## src/rtl/fb_scanout.sv

```systemverilog
`default_nettype none
// =============================================================================
// fb_scanout : VGA raster timing and frame-buffer scan-out, syncs aligned to data
// Rev 1.0
// =============================================================================
module fb_scanout #(
    parameter int H_ACTIVE = 640,
    parameter int H_FP     = 16,
    parameter int H_SYNC   = 96,
    parameter int H_BP     = 48,
    parameter int V_ACTIVE = 480,
    parameter int V_FP     = 10,
    parameter int V_SYNC   = 2,
    parameter int V_BP     = 33,
    parameter int ADDR_W   = 19,
    parameter int PIX_W    = 12
) (
    input  logic              clk,
    input  logic              rst_n,
    input  logic              enable,
    output logic              rd_en,
    output logic [ADDR_W-1:0] rd_addr,
    input  logic [PIX_W-1:0]  rd_data,
    output logic [3:0]        vga_r,
    output logic [3:0]        vga_g,
    output logic [3:0]        vga_b,
    output logic              vga_hs,
    output logic              vga_vs,
    output logic              frame_start
);

    localparam int H_TOTAL = H_ACTIVE + H_FP + H_SYNC + H_BP;
    localparam int V_TOTAL = V_ACTIVE + V_FP + V_SYNC + V_BP;
    localparam int HW      = $clog2(H_TOTAL);
    localparam int VW      = $clog2(V_TOTAL);

    localparam logic [HW-1:0] H_LAST = HW'(H_TOTAL - 1);
    localparam logic [HW-1:0] H_ACT  = HW'(H_ACTIVE);
    localparam logic [HW-1:0] HS_BEG = HW'(H_ACTIVE + H_FP);
    localparam logic [HW-1:0] HS_END = HW'(H_ACTIVE + H_FP + H_SYNC - 1);
    localparam logic [VW-1:0] V_LAST = VW'(V_TOTAL - 1);
    localparam logic [VW-1:0] V_ACT  = VW'(V_ACTIVE);
    localparam logic [VW-1:0] VS_BEG = VW'(V_ACTIVE + V_FP);
    localparam logic [VW-1:0] VS_END = VW'(V_ACTIVE + V_FP + V_SYNC - 1);

    typedef enum logic [0:0] {
        ST_IDLE = 1'b0,
        ST_RUN  = 1'b1
    } state_t;

    state_t            state, state_nxt;
    logic [HW-1:0]     h_cnt, h_nxt;
    logic [VW-1:0]     v_cnt, v_nxt;
    logic [ADDR_W-1:0] addr, addr_nxt;

    logic running, de, hs_act, vs_act, first_px;
    logic de_d1, hs_d1, vs_d1, fs_d1;

    // Stage 0: raster position and the address of the pixel being read
    always_ff @(posedge clk or negedge rst_n) begin
        if (!rst_n) begin
            state <= ST_IDLE;
            h_cnt <= '0;
            v_cnt <= '0;
            addr  <= '0;
        end else begin
            state <= state_nxt;
            h_cnt <= h_nxt;
            v_cnt <= v_nxt;
            addr  <= addr_nxt;
        end
    end

    // The first enabled edge only arms the raster at (0,0); counting starts after.
    always_comb begin
        state_nxt = state;
        h_nxt     = '0;
        v_nxt     = '0;
        addr_nxt  = '0;
        if (!enable) begin
            state_nxt = ST_IDLE;
        end else begin
            case (state)
                ST_IDLE: state_nxt = ST_RUN;
                ST_RUN: begin
                    h_nxt = (h_cnt == H_LAST) ? '0 : h_cnt + HW'(1);
                    if (h_cnt == H_LAST)
                        v_nxt = (v_cnt == V_LAST) ? '0 : v_cnt + VW'(1);
                    else
                        v_nxt = v_cnt;
                    // Advance only when stepping onto an active pixel so blanking holds the last address
                    if (h_nxt == '0 && v_nxt == '0)
                        addr_nxt = '0;
                    else if (h_nxt < H_ACT && v_nxt < V_ACT)
                        addr_nxt = addr + ADDR_W'(1);
                    else
                        addr_nxt = addr;
                end
                default: state_nxt = ST_IDLE;
            endcase
        end
    end

    assign running  = (state == ST_RUN);
    assign de       = running && (h_cnt < H_ACT) && (v_cnt < V_ACT);
    assign hs_act   = running && (h_cnt >= HS_BEG) && (h_cnt <= HS_END);
    assign vs_act   = running && (v_cnt >= VS_BEG) && (v_cnt <= VS_END);
    assign first_px = running && (h_cnt == '0) && (v_cnt == '0);

    assign rd_en   = de;
    assign rd_addr = addr;

    // Stage 1 pairs control with the frame buffer's registered read; stage 2 drives the pins
    always_ff @(posedge clk or negedge rst_n) begin
        if (!rst_n) begin
            de_d1       <= 1'b0;
            hs_d1       <= 1'b0;
            vs_d1       <= 1'b0;
            fs_d1       <= 1'b0;
            vga_r       <= '0;
            vga_g       <= '0;
            vga_b       <= '0;
            vga_hs      <= 1'b1;
            vga_vs      <= 1'b1;
            frame_start <= 1'b0;
        end else if (!enable) begin
            de_d1       <= 1'b0;
            hs_d1       <= 1'b0;
            vs_d1       <= 1'b0;
            fs_d1       <= 1'b0;
            vga_r       <= '0;
            vga_g       <= '0;
            vga_b       <= '0;
            vga_hs      <= 1'b1;
            vga_vs      <= 1'b1;
            frame_start <= 1'b0;
        end else begin
            de_d1       <= de;
            hs_d1       <= hs_act;
            vs_d1       <= vs_act;
            fs_d1       <= first_px;
            vga_r       <= de_d1 ? rd_data[11:8] : 4'h0;
            vga_g       <= de_d1 ? rd_data[7:4]  : 4'h0;
            vga_b       <= de_d1 ? rd_data[3:0]  : 4'h0;
            vga_hs      <= ~hs_d1;
            vga_vs      <= ~vs_d1;
            frame_start <= fs_d1;
        end
    end

endmodule
`default_nettype wire

```

## config.mk

```make
export PLATFORM = sky130hd
export DESIGN_NAME = fb_scanout
export DESIGN_NICKNAME = d
export VERILOG_FILES = /design/src/rtl/fb_scanout.sv
export SDC_FILE = /design/constraint.sdc
export NUM_CORES = 1
export LEC_CHECK = 0
export BUFFER_PORTS_ARGS = -buffer_cell sky130_fd_sc_hd__buf_4
export CAP_MARGIN = 20
export CORE_MARGIN = 2
export CORE_UTILIZATION = 50
export CTS_CLUSTER_DIAMETER = 150
export CTS_CLUSTER_SIZE = 14
export DETAILED_ROUTE_END_ITERATION = 7
export GPL_TIMING_DRIVEN = 0
export PLACE_DENSITY = 0.72
export SYNTH_ARGS = -nofsm -noshare
export SYNTH_HDL_FRONTEND = slang
export SYNTH_SLANG_ARGS = --single-unit
export TNS_END_PERCENT = 1
```

## constraint.sdc

```tcl
create_clock -name clk -period 7.4 [get_ports clk]
set_clock_uncertainty 0.05 [all_clocks]
set_input_delay 1.11 -clock clk [delete_from_list [all_inputs] [get_ports clk]]
set_output_delay 1.11 -clock clk [all_outputs]
set_load 0.02 [all_outputs]
```

==> flow_metrics.tcl, run 1 <==
set metrics [dict create \
    timing.critical_path.from "h_cnt[0]" \
    min_path_type "reg2reg" \
    tightest_slew_ps 736 \
    cts_root_buf "clkbuf_8" \
    io_buffers 49 \
    synth_seq_cells 59 \
    cp.arrival_ps 3610 \
    final_nets 419 \
    initial_core_util 0.512 \
    maxCapViolCount 0 \
    status "complete, no violations" \
    drtPass1Iterations 4 \
    p_leak_nw 1.79 \
    synth.distinct_cells 61 \
    worst_r2r_path_depth 10 \
    p_per_area_nw_per_um2 187 \
    drive_above_1_share 0.221 \
    final-setup-viol-count 0 \
    ff2ff_setup_slack_ps 3990 \
    p_int_mw 0.582 \
    worst-path-max-fanout 10 \
    r2r-start "h_cnt[0]" \
    ys.flop_type "dfrtp_1" \
    place_congestion 0.861 \
    wire_per_inst_um 16.0 \
    diodes 0 \
    overflow 0 \
    cts_resized 0 \
    via_per_inst 5.85 \
    clock_path_buffers 2 \
    die_area_sq_um 7130 \
    tns_ps 0 \
    fin_util 0.626 \
    drt_iter0_markers 223 \
    path_clk_slew_ps 70 \
    ioPinCount 50 \
    grt_pass1_wl_mm 13.4 \
    sw_frac_of_total 0.213 \
    grtUsageTotal 0.232 \
    crit_end "rd_addr[17]" \
    combPwrFrac 0.049 \
    num_rows 29 \
    cts_tree "built" \
    worstPathCellList "ha_1 > nand4_4 > or3_1 > buf_2 > or3_4 > xnor2_4 > a31oi_4 > clkbuf_1 > nand4_1 > mux2i_1" \
    syn_to_final_growth_pct 22.2 \
    ir_drop_mv 0.127 \
    p_sw_mw 0.157 \
    dieHeight_um 84.4 \
    syn_area_per_cell_sq_um 9.59 \
    drt.antenna.violating_nets 0 \
    ctsHoldBuffers 0 \
    seq_power_share 0.444 \
    grt_max_degree 60 \
    grt_pass1_vias 2722 \
    hpwl_mm 5.30 \
    grt_antenna_before_repair 0 \
    finalHoldViolations 0 \
    final_common_cell "dfrtp_1" \
    crit_type "reg2reg" \
    crit_required_ps 7600 \
    drc 0 \
    core-area_sq_um 6310 \
    rsz0062_at_grt "no" \
    fin_crit_sh 0.460 \
    insertion_delay_ps 340 \
    max_stage_delay_ps 460 \
    synth.yosys.seq_area_share 0.457 \
    synth_edf_count 0 \
    syn_nets 359 \
    numCtsBuffers 9 \
    totalWireLength_mm 7.66 \
    htreeDepth 3 \
    max_freq_mhz 294 \
    r2r-end "rd_addr[17]" \
    slowest_stage "clkbuf_1" \
    synthArstFlopShare 1.00 \
    post_cts_buffers 0 \
    drv_slew 0 \
    finalCriticalPeriod_ps 3410 \
    max_slew_margin 0.509 \
    cp-end-kind "register" \
    synth_cells 337 \
    vias 2803 \
    synth_warnings 0 \
    final_cell_mix "dfrtp_1, buf_4, nand3_1" \
    synth_area_sq_um 3230 \
    worstSetupStartpointType "register" \
    die_w_um 84.4 \
    numClockSinks 59 \
    p_clk_frac 0.507 \
]
## sequential cells by signal, summed over array words and instances (netlist names), 4 cells and up
| register | flops |
|---|---|
| rd_addr | 19 |
| vga_b | 4 |
| vga_r | 4 |
| h_cnt | 10 |
| v_cnt | 10 |
| vga_g | 4 |
## synth_stat cells (3+ instances only)
cell       n  area [sq um]
a21oi_1   14          70.1
a22oi_1    3          22.5
and2_1     7          43.8
and3_1    22           138
buf_2     11          55.1
clkbuf_1   8          30.0
dfrtp_1   57          1430
ha_1       7          87.6
inv_1     12          45.0
mux2i_1    9          90.1
nand2_1   25          93.8
nand3_1   27           135
nand3b_1   3          22.5
nand4_1   12          75.1
nand4b_1   4          35.0
nor2_1    24          90.1
nor3_1    10          50.1
nor4_1     7          43.8
o21ai_0    8          40.0
or3_1      6          37.5
xnor2_1    7          61.3
xor2_1     4          35.0
## critical path: cells and delay by family, from the launching register on
family,cells,cell delay [ps]
buffers and inverters,2,650
multiplexers,1,150
AND/OR/NAND/NOR,4,1210
flip-flops,1,430
XOR/XNOR,1,160
AO/OA/AOI/OAI,1,310
adder cells (fa/ha/maj),1,360
## power groups by stage
stage	clock network [mW]	registers (mW)	logic (mW)
after floorplan	0	0.337	0.0123
after global placement	0	0.335	0.0361
after CTS	0.379	0.329	0.0366
final	0.375	0.329	0.0359
after detailed placement	0	0.335	0.0366
after global routing	0.394	0.329	0.0406
## cells by family (layout without fill, tap and decap cells)
logic type	Yosys count	count (layout)	synth area share
compound gates	51	51	0.115
xor+xnor	12	12	0.0383
fa+ha+maj	7	7	0.0271
buf+inv	33	98	0.0437
flops	59	59	0.457
mux	9	9	0.0279
simple gates	166	166	0.291
## final cells by class
cell class | count | area (sq um)
Fill cell | 537 | 2360
Multi-Input combinational cell | 245 | 1610
Sequential cell | 59 | 1480
Timing Repair Buffer | 49 | 368
Clock buffer | 12 | 155
Clock inverter | 4 | 97.6
Buffer | 21 | 96.3
Tap cell | 77 | 96.3
Inverter | 12 | 45.0
## per-stage QoR
stage / hold slack [ps] / setup WS, ps / cell area (sq um) / power [mW] / instances
detailed placement: 311 / 4040 / 3700 / 0.371 / 463
global placement: 304 / 4070 / 3700 / 0.371 / 463
finish: 321 / 3990 / 3950 / 0.739 / 479
floorplan: 302 / 4370 / 3230 / 0.350 / 337
CTS: 322 / 4020 / 3950 / 0.744 / 479
global route: 344 / 3780 / 3950 / 0.764 / 479
## metal layers
layer	global-route usage	routed length [um]
met5	0	0
met4	0.0750	82
met3	0.0442	433
met2	0.351	3480
met1	0.341	3670
## worst min-delay path by stage
stage                      from  endpoint  slack (ps)  cells after the start
after global routing      hs_d1    vga_hs         340                      1
after floorplan           hs_d1    vga_hs         300                      1
after CTS                 vs_d1    vga_vs         320                      1
final                     vs_d1    vga_vs         320                      1
after detailed placement  hs_d1    vga_hs         310                      1
after global placement    vs_d1    vga_vs         300                      1
No activity file was read; power rests on OpenSTA's default activity.
==> run 2, diff against run 1 <==
==> constraint.sdc (replaced) <==
create_clock -name clk -period 3.2 [get_ports clk]
set_clock_uncertainty 0.05 [all_clocks]
set_input_delay 0.48 -clock clk [delete_from_list [all_inputs] [get_ports clk]]
set_output_delay 0.48 -clock clk [all_outputs]
set_load 0.02 [all_outputs]
==> run 2 against run 1 <==
  * Cell area rose by 3.1%
  * Die area unchanged
  * Combinational power is 140% higher
  * Sequential cell count is the same
  * Worst hold slack worse by 170 ps
  * Count of clock-buffer cells in the layout unchanged
  * Critical path type unchanged
  * Highest routed layer unchanged
==> flow_metrics.tcl, run 2 (synthesis results as in run 1) <==
set metrics [dict create \
    core-area_sq_um 6310 \
    fin_crit_sh 0.974 \
    drc 0 \
    overflow 0 \
    crit_type "reg2reg" \
    syn_to_final_growth_pct 26.0 \
    io_buffers 49 \
    insertion_delay_ps 330 \
    cts_root_buf "clkbuf_8" \
    tightest_slew_ps 776 \
    initial_core_util 0.512 \
    worst-path-max-fanout 10 \
    crit_required_ps 3370 \
    max_slew_margin 0.482 \
    drv_slew 0 \
    die_w_um 84.4 \
    grtUsageTotal 0.233 \
    diodes 0 \
    maxCapViolCount 0 \
    final_nets 425 \
    final_common_cell "buf_4" \
    wire_per_inst_um 16.1 \
    grt_pass1_vias 2716 \
    drt_iter0_markers 203 \
    numClockSinks 59 \
    clock_path_buffers 2 \
    grt_antenna_before_repair 0 \
    dieHeight_um 84.4 \
    rsz0062_at_grt "yes" \
    finalCriticalPeriod_ps 3120 \
    status "complete, no violations" \
    p_per_area_nw_per_um2 420 \
    largest_reg_flops 19 \
    htreeDepth 3 \
    cp-end-kind "register" \
    p_leak_nw 1.84 \
    path_clk_slew_ps 70 \
    min_path_type "in2async" \
    grt_max_degree 60 \
    num_rows 29 \
    final_cell_mix "buf_4, dfrtp_1, nand3_1" \
    totalWireLength_mm 7.81 \
    worstSetupStartpointType "register" \
    via_per_inst 5.90 \
    drive_above_1_share 0.262 \
    drtPass1Iterations 4 \
    fin_cells 485 \
    die_area_sq_um 7130 \
    cp.arrival_ps 3280 \
    final-setup-viol-count 0 \
    numCtsBuffers 9 \
    grt_pass1_wl_mm 13.4 \
    tns_ps 0 \
    vias 2863 \
    dp_cells 463 \
    cts_tree "built" \
    finalHoldViolations 0 \
    ioPinCount 50 \
    drt.antenna.violating_nets 0 \
    max_freq_mhz 321 \
    hpwl_mm 5.30 \
    place_congestion 0.861 \
    ir_drop_mv 0.294 \
]
[run 2: path summary, 6_finish.rpt]
| path | start | end | slack (ps) | cells after the start |
|---|---|---|---|---|
| worst max-delay path | h_cnt[6] | rd_addr[10] | 80 | 12 |
| worst min-delay path | rst_n | vga_r[0] | 160 | 1 |
| worst max register to register | h_cnt[6] | rd_addr[10] | 80 | 12 |
| worst min register to register | vs_d1 | vga_vs | 320 | 1 |
| max in group asynchronous | rst_n | rd_addr[13] | 2400 | 1 |
| min in group clk | enable | running | 270 | 1 |
[run 2: routing by layer]
metal	wire length (um)	global-route usage	vias up	part of all wire
li1	-	-	1360	-
met1	3700	0.340	1401	0.47
met3	481	0.0442	7	0.062
met5	0	0	-	0
met4	55	0.0722	0	0.0070
met2	3570	0.354	95	0.46
[run 2: what timing repair did]
item / 4_1_cts / 5_1_grt
setup endpoints to repair: 19 / 19
hold buffers: 0 / 0
setup buffers: 0 / 7
pin swaps: 0 / 5
gates resized for setup: 5 / 13
[run 2: metrics by stage]
stage / power [mW] / area (sq um) / hold WS, ps / utilization / setup WS, ps
floorplan: 0.809 / 3230 / 134 / - / 165
global placement: 0.857 / 3700 / 304 / 0.586 / -133
detailed placement: 0.859 / 3700 / 311 / 0.586 / -159
CTS: 1.72 / 3970 / 177 / 0.629 / 30.2
global route: 1.77 / 4070 / 214 / 0.645 / -47.8
finish: 1.71 / 4070 / 156 / 0.645 / 82.7
[run 2: cell type report]
cell class	count	area, sq um
Buffer	20	100
Clock buffer	12	155
Clock inverter	4	97.6
Fill cell	528	2240
Inverter	12	45.0
Multi-Input combinational cell	245	1680
Sequential cell	59	1480
Tap cell	77	96.3
Timing Repair Buffer	56	420
[run 2: worst max-delay path: stages (launching register included)]
cell      delay (ps)
dfrtp_1          360
buf_2            170
or2_1            230
buf_2            160
or3_1            340
buf_2            200
or3_4            430
xnor2_4          160
a31oi_4          300
nor2_4           100
buf_4            160
a22o_1           210
o21bai_1         140
[run 2: power by group]
group	internal, mW	total, mW	switching [mW]
combinational	0.0338	0.0876	0.0538
sequential	0.754	0.761	0.00616
clock	0.561	0.864	0.303
